$ cat src/rtl/decode_queue_pkg.sv
// Shared widths and the {pc, inst} entry payload for the fetch-to-decode queue.
package decode_queue_pkg;

  localparam int unsigned DQ_DATA_W = 32;
  localparam int unsigned DQ_DEPTH  = 2;
  localparam int unsigned DQ_PTR_W  = $clog2(DQ_DEPTH);

  typedef struct packed {
    logic [DQ_DATA_W-1:0] pc;
    logic [DQ_DATA_W-1:0] inst;
  } dq_entry_t;

endpackage

$ cat src/rtl/decode_queue.sv
// Fetch-to-decode instruction queue: valid/allowin handshake on both sides,
// allowin from registered occupancy only, single-cycle flush of all entries.
module decode_queue
  import decode_queue_pkg::*;
#(
  parameter int unsigned DEPTH = DQ_DEPTH,
  parameter int unsigned PTR_W = DQ_PTR_W
) (
  input  logic                 clk,
  input  logic                 resetn,
  input  logic                 pre_valid,
  output logic                 cur_allowin,
  input  logic [DQ_DATA_W-1:0] in_pc,
  input  logic [DQ_DATA_W-1:0] in_inst,
  input  logic                 flush,
  input  logic                 cur_stall,
  output logic                 goon_valid,
  input  logic                 post_allowin,
  output logic [DQ_DATA_W-1:0] out_pc,
  output logic [DQ_DATA_W-1:0] out_inst,
  output logic [PTR_W:0]       count
);

  dq_entry_t        r_mem [DEPTH];
  logic [PTR_W-1:0] r_wr_ptr;
  logic [PTR_W-1:0] r_rd_ptr;
  logic [PTR_W:0]   r_count;

  logic             w_push;
  logic             w_pop;
  logic [PTR_W:0]   w_count_next;
  dq_entry_t        w_head;

  // Handshake decode; allowin sees only r_count so decode stalls never reach fetch.
  always_comb begin
    cur_allowin  = (r_count != (PTR_W+1)'(DEPTH));
    goon_valid   = (r_count != '0) & ~cur_stall & ~flush;
    w_push       = pre_valid & cur_allowin & ~flush;
    w_pop        = goon_valid & post_allowin;
    w_count_next = r_count + (PTR_W+1)'(w_push) - (PTR_W+1)'(w_pop);
    w_head       = r_mem[r_rd_ptr];
  end

  assign out_pc   = w_head.pc;
  assign out_inst = w_head.inst;
  assign count    = r_count;

  // Pointers, occupancy and storage; flush rewinds pointers but leaves data in place.
  always_ff @(posedge clk or negedge resetn) begin
    if (!resetn) begin
      r_wr_ptr <= '0;
      r_rd_ptr <= '0;
      r_count  <= '0;
      for (int i = 0; i < int'(DEPTH); i++) begin
        r_mem[i] <= '0;
      end
    end else if (flush) begin
      r_wr_ptr <= '0;
      r_rd_ptr <= '0;
      r_count  <= '0;
    end else begin
      if (w_push) begin
        r_mem[r_wr_ptr] <= '{pc: in_pc, inst: in_inst};
        r_wr_ptr        <= r_wr_ptr + PTR_W'(1);
      end
      if (w_pop) begin
        r_rd_ptr <= r_rd_ptr + PTR_W'(1);
      end
      r_count <= w_count_next;
    end
  end

endmodule

$ cat config.mk
export PLATFORM = sky130hd
export DESIGN_NAME = decode_queue
export DESIGN_NICKNAME = d
export VERILOG_FILES = /design/src/rtl/decode_queue_pkg.sv /design/src/rtl/decode_queue.sv
export SDC_FILE = /design/constraint.sdc
export NUM_CORES = 1
export LEC_CHECK = 0
export BUFFER_PORTS_ARGS = -buffer_cell sky130_fd_sc_hd__buf_2
export CORE_MARGIN = 1.5
export CORE_UTILIZATION = 50
export DETAILED_ROUTE_END_ITERATION = 7
export GPL_TIMING_DRIVEN = 1
export PLACE_DENSITY = 0.86
export SLEW_MARGIN = 30
export SYNTH_ARGS = -nofsm -noshare
export SYNTH_HDL_FRONTEND = slang
export SYNTH_SLANG_ARGS = --single-unit
$ cat constraint.sdc
create_clock -name clk -period 2.6 [get_ports clk]
set_input_delay 0.52 -clock clk [delete_from_list [all_inputs] [get_ports clk]]
set_output_delay 0.52 -clock clk [all_outputs]
set_load 0.05 [all_outputs]
==> key figures, run 1 <==
Finish
  • Most common cell after layout, fill and taps aside: mux2_2
  • Most frequent cells in the layout: mux2_2 (187), buf_2 (136), dfrtp_1 (131)
  • Register Area: 3300 µm²
  • N_diodes: 0
  • Area grow syn2layout: 24.2%
  • Finished Layout Cells: around 670
  • Fin area: between 7000 and 8000 µm²
  • # nets final: about 600
  • Layout cells sized above 1: just under 70%
  • Multi-input logic area: ~2300 µm²
  • Fillers: 835

Route
  • Post-DRT Antenna Nets: 0
  • DRT iter0 DRCs: roughly 110
  • Via count of the routed design: 3544
  • Drt first pass iters: 4
  • Routed WL: 11.4 mm
  • Routed wire per std cell: about 17 µm
  • DRC: 0
  • Vias/cell: around 5.3

Place
  • Placed Area: 6610 µm²
  • GP Congestion: roughly 0.75
  • PortBufs: 137
  • Inst Count DP: between 600 and 700
  • Post-DP HPWL: a little under 8 mm
  • Worst slack at placement: 0.114 ns

Clock network
  • Htree depth: 4
  • Clk pin slew, worst setup/hold paths: ~0.050 ns
  • Post-CTS resize count: 0
  • Deepest clock path buffer count: 2
  • Clock root buffer: clkbuf_16
  • TritonCTS Buffers: 17
  • Post-CTS Hold Buffers: 0
  • CTS tree: yes
  • Clock sink count: about 130
  • Clock latency on the worst-skew pair: 0.42 ns
  • Setup bufs post-CTS: 0

Worst hold path
  • Hold WC Path Type: in2async

Power
  • Clock power share: 29.7%
  • Internal power: ~4900 µW
  • Power Density: 1040 nW/µm²
  • LEAKAGE: roughly 0.0033 µW
  • Final Power: ~7500 µW
  • Combinational power share: a little under a third
  • Reg power frac: between 30% and 40%
  • Max IR drop VDD: approximately 0.66 mV
  • P_sw: approximately 2500 µW
  • Sw Share: about a third

GRT
  • Pin count of the biggest net entering global routing: 71
  • Number of global-route vias before repair: roughly 3700
  • First-pass GRT wire length: about 18 mm
  • Congestion Overflow GR: 0
  • GRT Total Usage: between 10% and 20%
  • Initial antenna violation count: 1

STA
  • Tmin final: ~2.4 ns
  • Final hold vios: 0
  • Post-Route Skew: approximately 0.0069 ns
  • RSZ-0062 raised after global routing: false
  • Relative slew margins: a little under two thirds
  • Setup slack after layout: approximately 0.17 ns
  • Worst slew pin tran: around 0.55 ns
  • F_max: about 410 MHz
  • Pins Over Slew Limit: 0
  • Post-route clock period utilization: just over 90%
  • Final setup fails: 0
  • Fin Setup TNS: 0 ns

Floorplan
  • Die Y: 110 µm
  • Die X: about 110 µm
  • Total number of placement rows: 39
  • Initial core utilization: about half
  • Area of the die: between 10000 and 15000 µm²
  • Core ar.: 11300 µm²
  • Ports: approximately 140

Setup path
  • Crit. Startpoint: r_rd_ptr
  • Reg2reg end: count[1]
  • R2R Path Start: count[1]
  • CP max stage delay: about 0.63 ns
  • Crit Path Max Fanout: 30
  • Reg-to-reg slack, setup: about 0.40 ns
  • Critical Path Start Type: flop
  • Setup CP Type: reg2out
  • R2R cell count: 9
  • Critical-path cell with the highest stage delay: dfrtp_2
  • Required @ worst endpoint: ~2.1 ns
  • CP endpoint kind: output pin
  • CP Data Arrival Time: roughly 1.9 ns
  • Worst-path cell chain: buf_12 > mux2_2 > buf_2

Yosys
  • Leading area contributor after synthesis: dfrtp_1
  • Cell Area, Synth: about 5800 µm²
  • Sequential-to-total area share from yosys stat: between 50% and 60%
  • Dominant cells by area after synthesis: dfrtp_1 (57%), mux2_2 (37%), buf_6 (1.2%), mux2_1 (0.98%), buf_2 (0.69%)
  • Synth Instances: 368
  • Synth top area share: between 50% and 60%
  • Cell variety after synth: 23
  • Yosys warnings: 0
  • Register bit total from synthesis: about 130
  • Syn avg cell area: between 15 and 20 µm²
  • Mapped Nets: 440

Job
  • # Max-Cap Violations: 0

Outcome
  • Outcome: complete, no violations
[power by group through the flow]
stage          Clock [µW]  Combinational, µW  Sequential (µW)
2_1_floorplan           0               1910             2840
3_3_place_gp            0               2290             2870
3_5_place_dp            0               2350             2940
4_1_cts              2270               2360             2910
5_1_grt              2360               2460             2970
6_report             2220               2330             2900
[metal layers]
metal,global-route usage [%],part of all wire [%]
met4,9.62,2.2
met3,9.29,8.9
met5,0,0.14
met1,21.0,39
met2,32.9,50
[cells by family (layout without fill, tap and decap cells)]
| kind of cell | Yosys count | in the layout | synth area share (%) |
|---|---|---|---|
| buffers and inverters | 25 | 181 | 2.58 |
| adder cells (fa/ha/maj) | 2 | 2 | 0.434 |
| AO/OA/AOI/OAI | 2 | 2 | 0.173 |
| multiplexers | 193 | 193 | 37.7 |
| AND/OR/NAND/NOR | 13 | 13 | 1.67 |
| flip-flops | 132 | 132 | 57.3 |
| XOR/XNOR | 1 | 1 | 0.152 |
[critical path: cells and delay by family (launching register included)]
kind	cells	cell delay, ns
flip-flops	1	0.63
buffers and inverters	2	0.47
multiplexers	1	0.36
[worst max path at each step]
stage	cells after the start	endpoint	slack (ns)
6_report	3	out_pc[15]	0.17
5_1_grt	3	out_pc[25]	0.08
4_1_cts	3	out_pc[25]	0.14
3_5_place_dp	9	count[1]	0.11
3_3_place_gp	9	count[1]	0.26
2_1_floorplan	2	goon_valid	0.26
[final cells by class]
class | instances | share of cell area, %
Inverter | 4 | 0.210
Multi-Input combinational cell | 211 | 32.3
Clock inverter | 4 | 0.629
Timing Repair Buffer | 145 | 11.1
Tap cell | 143 | 2.50
Clock buffer | 28 | 7.08
Sequential cell | 132 | 46.1
[cell usage after synthesis]
cell and n:
mux2_2 187, dfrtp_1 132, buf_2 8, buf_6 6
mux2_1 5, buf_1 4, inv_1 4, clkbuf_1 3
ha_1 2, nor2_1 2, nor3_1 2, or3_1 2
a21oi_1 1, and2_1 1, and2b_1 1, mux2i_1 1
nand2b_1 1, nand4b_1 1, nor2b_1 1, nor4_4 1
o21ai_0 1, or4b_2 1, xor2_1 1
[registers in the layout (all words and copies together) (netlist names)]
name      count
r_mem       128
count         2
r_rd_ptr      1
r_wr_ptr      1
[through the flow]
stage | hold WS [ns] | utilization, %
after floorplan | 0.224 | -
after global placement | 0.463 | 58.4
after detailed placement | 0.480 | 58.4
after CTS | 0.0347 | 63.3
after global routing | 0.0656 | 63.3
final | 0.0396 | 63.3
Power figures use the tool's default switching activity.
==> run 2: changes to the inputs <==
- BUFFER_PORTS_ARGS: -buffer_cell sky130_fd_sc_hd__buf_2 -> not set
- CORE_MARGIN: 1.5 -> not set
- DONT_BUFFER_PORTS: not set -> 1
- PLACE_DENSITY: 0.86 -> 0.76
==> run 2 against run 1 <==
Effect of this change:
- the run now ends with negative hold slack left
- fmax increased by 13%
- clock power increased by 3%
- combinational power decreased by 12%
- sequential power about the same
- final area decreased by 9.3%
- cell count decreased by 21%
- flip-flop and latch count unchanged
- setup slack improved by 0.28 ns
- global-route usage decreased by 1.6 points
- die area decreased by 1.8%
- count of clock-buffer cells in the layout unchanged
- sequential share of layout area increased by 4.7 points
==> key figures, run 2 (synthesis gave the netlist of run 1 again) <==
Clock network
  • CTS tree: yes (unchanged)
  • Clock root buffer: clkbuf_16 (unchanged)
  • Clock latency on the worst-skew pair: 0.40 ns (was 0.42 ns)
  • TritonCTS Buffers: 17 (unchanged)
  • Htree depth: 4 (unchanged)
  • Deepest clock path buffer count: 2 (unchanged)
  • Clock sink count: 132 (unchanged)
  • Clk pin slew, worst setup/hold paths: 0.05 ns (about the same)

Floorplan
  • Total number of placement rows: 38 (was 39)
  • Initial core utilization: 52.3% (was 50.9%)
  • Area of the die: 12000 µm² (was 12200 µm²)
  • Core ar.: 11000 µm² (was 11300 µm²)
  • Ports: 138 (unchanged)
  • Die Y: 109 µm (was 110 µm)
  • Die X: 109 µm (was 110 µm)

STA
  • Final hold vios: 132 (was 0)
  • Worst slew pin tran: 0.389 ns (was 0.547 ns)
  • Final setup fails: 0 (unchanged)
  • Post-Route Skew: 0.00497 ns (was 0.00693 ns)
  • RSZ-0062 raised after global routing: false (unchanged)
  • Post-route clock period utilization: 82.7% (was 93.4%)
  • Worst hold margin: -0.189 ns (was 0.0396 ns)
  • Fin Setup TNS: 0 ns (unchanged)
  • Tmin final: 2.15 ns (was 2.43 ns)
  • Setup slack after layout: 0.450 ns (was 0.171 ns)
  • Pins Over Slew Limit: 0 (unchanged)
  • Relative slew margins: 74.1% (was 63.5%)
  • F_max: 465 MHz (was 412 MHz)

Finish
  • Most common cell after layout, fill and taps aside: mux2_2 (unchanged)
  • N_diodes: 0 (unchanged)
  • Most frequent cells in the layout: mux2_2 (187), dfrtp_1 (131), clkbuf_16 (17) (was mux2_2 (187), buf_2 (136), dfrtp_1 (131))
  • Layout cells sized above 1: 58.5% (was 68.7%)
  • # nets final: 447 (was 583)
  • Register with the most flip-flops: r_mem (unchanged)
  • Layout Utilization: 58.9% (was 63.3%)
  • Finished Layout Cells: 526 (was 667)
  • Area grow syn2layout: 12.7% (was 24.2%)
  • Max reg flops: 128 (unchanged)

Route
  • Drt first pass iters: 3 (was 4)
  • Routed wire per std cell: 19.3 µm (was 17.1 µm)
  • Routed WL: 10.1 mm (was 11.4 mm)
  • DRT iter0 DRCs: 106 (was 108)
  • DRC: 0 (unchanged)
  • Vias/cell: 5.60 (was 5.31)
  • Via count of the routed design: 2945 (was 3544)
  • Post-DRT Antenna Nets: 0 (unchanged)

Place
  • Worst slack at placement: 0.372 ns (was 0.114 ns)
  • GP Congestion: 0.667 (was 0.751)
  • Inst Count DP: 496 (was 635)
  • Post-DP HPWL: 6.45 mm (was 7.74 mm)
  • PortBufs: 0 (was 137)

Setup path
  • Critical Path Start Type: flop (unchanged)
  • Crit Path Max Fanout: 25 (was 30)
  • Crit. Startpoint: r_rd_ptr (unchanged)
  • R2R cell count: 9 (unchanged)
  • Worst-path cell chain: buf_4 > mux2_2 (was buf_12 > mux2_2 > buf_2)
  • Critical path depth: 2 (was 3)
  • Reg2reg end: count[1] (unchanged)
  • Reg-to-reg slack, setup: 0.50 ns (was 0.40 ns)
  • Critical-path cell with the highest stage delay: mux2_2 (was dfrtp_2)
  • CP top delay family: multiplexers (was flip-flops)
  • CP Data Arrival Time: 1.63 ns (was 1.91 ns)
  • Setup CP Type: reg2out (unchanged)
  • CP max stage delay: 0.51 ns (was 0.63 ns)
  • Worst Path Buf+Inv: 1 (was 2)
  • CP endpoint: out_pc[5] (was out_pc[15])
  • R2R Path Start: count[1] (unchanged)
  • Required @ worst endpoint: 2.08 ns (about the same)
  • CP endpoint kind: output pin (unchanged)

Outcome
  • Failing checks: negative hold slack
  • Outcome: complete, but fails checks (was complete, no violations)

Power
  • Final Power: 7220 µW (was 7450 µW)
  • LEAKAGE: 0.00277 µW (was 0.00330 µW)
  • Max IR drop VDD: 0.645 mV (was 0.665 mV)
  • Power Density: 1110 nW/µm² (was 1040 nW/µm²)

GRT
  • Number of global-route vias before repair: 3268 (was 3740)
  • Pin count of the biggest net entering global routing: 133 (was 71)
  • Initial antenna violation count: 0 (was 1)
  • First-pass GRT wire length: 16.2 mm (was 17.7 mm)
  • GRT Total Usage: 18.1% (was 19.7%)
  • Congestion Overflow GR: 0 (unchanged)

Job
  • # Max-Cap Violations: 0 (unchanged)

Worst hold path
  • Hold WC Path Type: in2async (unchanged)
==> run 2: cell types whose count changed in the layout (fill, tap and decap cells not counted), sizes merged <==
cell	previous run	this run
buf	145	9
clkinvlp	0	1
clkinv	3	0
==> run 2: how the worst min path moves through the flow <==
stage	from	endpoint	slack [ns]	cells after the start
2_1_floorplan	resetn	count[0]	0.22	0
3_3_place_gp	resetn	r_mem[62]	0.23	0
3_5_place_dp	resetn	r_mem[61]	0.23	0
4_1_cts	resetn	r_mem[61]	-0.21	0
5_1_grt	resetn	r_mem[60]	-0.21	0
6_report	resetn	r_mem[60]	-0.19	0
==> run 2: layout make-up <==
cell class              instances  area [µm²]
inverters                       4        15.0
clock inverters                 2        37.5
fillers                       846        4530
flip-flops and latches        132        3300
well taps                     140         175
repair buffers                  9         105
multi-input cells             211        2310
clock buffers                  28         547
==> run 2: through the flow <==
stage | hold WS, ns | cell area, µm²
2_1_floorplan | 0.224 | 5760
3_3_place_gp | 0.227 | 5910
3_5_place_dp | 0.227 | 5910
4_1_cts | -0.208 | 6500
5_1_grt | -0.212 | 6500
6_report | -0.189 | 6500
==> run 2: worst reg2reg max path, delay by kind of cell, from the launching register on <==
family	cells	cell delay, ns
and+or+nand+nor	4	0.94
DFF	1	0.39
adders and majority gates	2	0.36
xor gates and xnor gates	1	0.17
buffers and inverters	2	0.15
==> run 2: report_power, final <==
group / internal [µW] / switching [µW]
Combinational: 696 / 1350
Clock: 1510 / 780
Sequential: 2630 / 258
Total: 4830 / 2390
==> run 2: metal layers <==
| layer | vias up | wire, µm | track usage, % |
|---|---|---|---|
| met2 | 99 | 4810 | 28.8 |
| met4 | 0 | 148 | 8.10 |
| met3 | 12 | 1060 | 8.65 |
| li1 | 1328 | - | - |
| met5 | - | 0 | 0 |
| met1 | 1506 | 4110 | 20.7 |
==> run 2: what timing repair did <==
action,in CTS,in global routing
setup buffers,0,0
endpoints found under the hold margin,132,132
gates resized for setup,0,0
